==> config.mk <==
export PLATFORM = sky130hd
export DESIGN_NAME = read_burst_sequencer
export DESIGN_NICKNAME = d
export VERILOG_FILES = /design/src/rtl/read_burst_sequencer.sv
export SDC_FILE = /design/constraint.sdc
export NUM_CORES = 1
export LEC_CHECK = 0
export CAP_MARGIN = 20
export CORE_MARGIN = 3
export CORE_UTILIZATION = 45
export CTS_CLUSTER_SIZE = 24
export DETAILED_ROUTE_END_ITERATION = 7
export PLACE_DENSITY = 0.74
export SLEW_MARGIN = 5
export SYNTH_ARGS = -nofsm -noshare
export SYNTH_HDL_FRONTEND = slang
export SYNTH_SLANG_ARGS = --single-unit
==> constraint.sdc <==
create_clock -name clock -period 2.6 [get_ports clock]
set_input_delay 0.39 -clock clock [delete_from_list [all_inputs] [get_ports clock]]
set_output_delay 0.39 -clock clock [all_outputs]
set_load 0.01 [all_outputs]
==> src/rtl/read_burst_sequencer.sv <==
// read_burst_sequencer: waits CL+CAP_DLY after a READ, assembles BL/2 capture words into one line, holds it for valid/ack.
// Optional ack timeout in HOLD when RD_ACK_TIMEOUT_EN is defined.
module read_burst_sequencer #(
  parameter int BW      = 8,
  parameter int BL      = 8,
  parameter int CL      = 5,
  parameter int CAP_DLY = 1,
  parameter int TIMEOUT = 64
) (
  input  logic            clock,
  input  logic            reset_n,
  input  logic            rd_cmd,
  output logic            rd_cmd_ready,
  input  logic [2*BW-1:0] cap_data,
  output logic [BW*BL-1:0] rd_data,
  output logic            rd_valid,
  input  logic            rd_ack,
  output logic            busy,
  output logic            cmd_err,
  output logic            rd_timeout
);
  localparam int LAT = CL + CAP_DLY;
  localparam int NW  = BL / 2;
  localparam int LW  = $clog2(LAT + 1);
  localparam int BCW = NW > 1 ? $clog2(NW) : 1;

  typedef enum logic [1:0] {IDLE, WAIT_CL, CAPTURE, HOLD} state_t;

  state_t         state;
  logic [LW-1:0]  lat_cnt;
  logic [BCW-1:0] beat;
  logic           to_hit;

  if (BL < 2 || BL % 2 != 0 || CL < 1 || CAP_DLY < 0 || TIMEOUT < 1) begin : g_bad_params
    $error("read_burst_sequencer: illegal parameter set");
  end

  assign rd_cmd_ready = state == IDLE;

`ifdef RD_ACK_TIMEOUT_EN
  localparam int TW = $clog2(TIMEOUT + 1);
  logic [TW-1:0] to_cnt;
  assign to_hit = to_cnt == TW'(TIMEOUT - 1);
  // to_cnt sits at zero outside HOLD, so it is already clear on entry
  always_ff @(posedge clock or negedge reset_n) begin
    if (!reset_n) begin
      to_cnt     <= '0;
      rd_timeout <= 1'b0;
    end else begin
      to_cnt     <= state == HOLD ? to_cnt + 1'b1 : '0;
      rd_timeout <= state == HOLD && !rd_ack && to_hit;
    end
  end
`else
  assign to_hit     = 1'b0;
  assign rd_timeout = 1'b0;
`endif

  always_ff @(posedge clock or negedge reset_n) begin
    if (!reset_n) begin
      state    <= IDLE;
      lat_cnt  <= '0;
      beat     <= '0;
      rd_data  <= '0;
      rd_valid <= 1'b0;
      busy     <= 1'b0;
      cmd_err  <= 1'b0;
    end else begin
      if (rd_cmd && state != IDLE) cmd_err <= 1'b1;
      case (state)
        IDLE: if (rd_cmd) begin
          busy    <= 1'b1;
          lat_cnt <= LW'(LAT - 1);
          beat    <= '0;
          state   <= LAT > 1 ? WAIT_CL : CAPTURE;
        end
        WAIT_CL: begin
          lat_cnt <= lat_cnt - 1'b1;
          if (lat_cnt == LW'(1)) state <= CAPTURE;
        end
        CAPTURE: begin
          rd_data[int'(beat)*2*BW +: 2*BW] <= cap_data;
          beat <= beat + 1'b1;
          if (beat == BCW'(NW - 1)) begin
            state    <= HOLD;
            rd_valid <= 1'b1;
          end
        end
        HOLD: if (rd_ack || to_hit) begin
          state    <= IDLE;
          rd_valid <= 1'b0;
          busy     <= 1'b0;
        end
        default: state <= IDLE;
      endcase
    end
  end
endmodule

==> flow_metrics.env <==
export IMPL_status="finished, final reports clean"
export IMPL_wl_um=7220
export IMPL_cts_buffers_inserted=9
export IMPL_synth_top_area_share=0.620
export IMPL_syn2layout_area_growth_pct=40.1
export IMPL_critPathMaxFanout=8
export IMPL_grt_pass1_wl_um=11900
export IMPL_io_buffers=87
export IMPL_combPwrFrac=0.404
export IMPL_vias=2168
export IMPL_fin_skew_ns=0.00485
export IMPL_final_cells=388
export IMPL_coreArea_um2=6390
export IMPL_syn_num_nets=245
export IMPL_ctsHoldBuffers=0
export IMPL_worst_setup_path_end_kind="output pin"
export IMPL_yosysSeqAreaShare=0.620
export IMPL_layout_commonest_cell="clkdlybuf4s50_1"
export IMPL_worstHoldPathType="in2async"
export IMPL_startpoint_type="flop"
export IMPL_postRouteAntennaNets=0
export IMPL_grt_max_degree=75
export IMPL_yosys_warnings=0
export IMPL_postSynth_asyncResetShare=1.00
export IMPL_setup_violations=0
export IMPL_p_seq_frac=0.367
export IMPL_antenna_found_initial=0
export IMPL_post_cts_setup_buffer_count=0
export IMPL_ys_types=30
export IMPL_numPlacedInstances=372
export IMPL_post_route_period_util=0.824
export IMPL_clk_latency_ns=0.35
export IMPL_synth_area_um2=2990
export IMPL_r2r_start="beat[0]"
export IMPL_drive_above_1_share=0.125
export IMPL_drt_iter0_markers=102
export IMPL_cp_required_ns=2.21
export IMPL_synth_area_top_cells="dfrtp_1 (62%), a22o_1 (16%), ha_1 (5.0%)"
export IMPL_synth_top_area_cell="dfrtp_1"
export IMPL_finalMaxSlewViolations=0
export IMPL_leakagePower_uw=0.00188
export IMPL_critPathSlowestCell="clkdlybuf4s50_1"
export IMPL_clkTransAtPathRegs_ns=0.08
export IMPL_fill_cells=513
export IMPL_layout_common_cells="clkdlybuf4s50_1 (86), dfrtp_1 (74), a22o_1 (55), ha_1 (12)"
export IMPL_nNetsFinal=338
export IMPL_slew_headroom=0.401
export IMPL_first_pass_iters=4
export IMPL_drc_errors=0
export IMPL_grt_pass1_vias=2273
export IMPL_diodes=0
export IMPL_tightestPinTransition_ns=0.899
export IMPL_gr_total_overflow=0
export IMPL_cts_htree_levels=3
export IMPL_cts_buffer_depth=2
export IMPL_critPathKind="reg2out"
export IMPL_p_int_uw=3470
export IMPL_place_congestion=0.814
export IMPL_fmax_mhz=467
export IMPL_ys_flop_type="dfrtp_1"
export IMPL_synth_edf_count=0
export IMPL_ctsRootBufferMaster="clkbuf_8"
export IMPL_r2r_end="rd_data[0]"
export IMPL_path_cells="inv_1 > ha_1 > clkdlybuf4s50_1"
export IMPL_p_switching_uw=1610
export IMPL_maxCapViolCount=0
export IMPL_ys_seq_elements=74
export IMPL_tritoncts="built"
export IMPL_hpwl_um=4870
export IMPL_hold_violations=0
export IMPL_num_io_pins=89
export IMPL_startpoint="state[0]"
export IMPL_initial_core_util=0.468
export IMPL_finalSetupTns_ns=0
export IMPL_rsz0062_at_grt="no"
export IMPL_ir_drop_mv=0.701
export IMPL_fin_crit_ns=2.14
export IMPL_routed_via_density=5.59
export IMPL_r2r_cells=5
export IMPL_hold_ws_ns=0.172
export IMPL_crit_path_end="rd_cmd_ready"
export IMPL_die_h_um=87.5
export IMPL_die_w_um=87.5
export IMPL_cts_sinks=74
export IMPL_crit_arrival_ns=1.75
export IMPL_postSynthAreaPerCell_um2=14.0
export IMPL_p_clk_frac=0.230
export IMPL_postLayoutCoreUtil=0.656
export IMPL_synthCells=213
export IMPL_p_per_area_nw_per_um2=1210
export IMPL_slowest_delay_ns=0.59
export IMPL_cts_resized=0
export IMPL_dieArea_um2=7650
export IMPL_grt_usage=0.204
export IMPL_row_count=29
export IMPL_swShare=0.317
export IMPL_rrSetupSlack_ns=0.47
export IMPL_wire_per_inst_um=18.6
-- state kept, by name, indices dropped and copies added (netlist names) --
| name | flops |
|---|---|
| rd_valid | 1 |
| beat | 2 |
| busy | 1 |
| rd_data | 64 |
| cmd_err | 1 |
| lat_cnt | 3 |
| state | 2 |
-- cell type report --
cell class / instances / area, um^2 / area share
well taps: 77 / 96.3 / 0.0230
clock buffers: 9 / 124 / 0.0296
multi-input cells: 119 / 1030 / 0.246
inverters: 10 / 37.5 / 0.00897
flip-flops and latches: 74 / 1850 / 0.442
repair buffers: 92 / 906 / 0.216
clock inverters: 7 / 141 / 0.0338
-- per-layer routing --
layer	global-route usage	vias up	wire [um]	part of all wire
met1	0.292	1101	3480	0.48
met4	0.0711	0	112	0.016
met3	0.0464	10	401	0.056
met5	0	-	0	0
met2	0.307	68	3230	0.45
li1	-	989	-	-
-- worst max-delay path, delay by kind of cell (launching register included) --
family | cells | cell delay [ns]
fa+ha+maj | 1 | 0.31
flops | 1 | 0.40
buf+inv | 2 | 0.69
-- stage by stage --
stage	total power [uW]	instance area [um^2]	setup slack (ns)
after floorplan	2870	2990	0.873
after global placement	3900	3920	0.579
after detailed placement	3940	3920	0.492
after CTS	5120	4190	0.451
after global routing	5400	4190	0.293
final	5080	4190	0.459
-- cell usage after synthesis (3+ instances only) --
cell,instances
a22o_2,10
clkbuf_1,3
dfrtp_1,74
nand2_1,5
o21ai_0,5
buf_4,4
a31oi_1,3
a22o_1,55
inv_1,10
nand2b_1,5
ha_1,12
-- how the worst min path moves through the flow --
stage	slack, ns	to	cells after the start	startpoint
floorplan	0.09	beat[0]	0	reset_n
global placement	0.46	cmd_err	1	cmd_err
detailed placement	0.45	cmd_err	1	cmd_err
CTS	0.21	rd_data[15]	1	reset_n
global route	0.23	rd_data[10]	1	reset_n
finish	0.17	rd_data[15]	1	reset_n
-- power groups by stage --
stage	clock network, uW	registers [uW]	logic [uW]
2_1_floorplan	0	2010	861
3_3_place_gp	0	1880	2020
3_5_place_dp	0	1880	2060
4_1_cts	1180	1860	2070
5_1_grt	1240	1920	2230
6_report	1170	1860	2050
-- cells by family (layout without fill, tap and decap cells) --
| family | after synthesis | after routing | share of synthesized area |
|---|---|---|---|
| adder cells (fa/ha/maj) | 12 | 12 | 0.0502 |
| AND/OR/NAND/NOR | 22 | 22 | 0.0549 |
| other | 1 | 1 | 0.00126 |
| buffers and inverters | 20 | 118 | 0.0356 |
| AO/OA/AOI/OAI | 82 | 82 | 0.231 |
| multiplexers | 2 | 2 | 0.00712 |
| flip-flops | 74 | 74 | 0.620 |
Note: power is estimated with default switching activity, not from simulation.
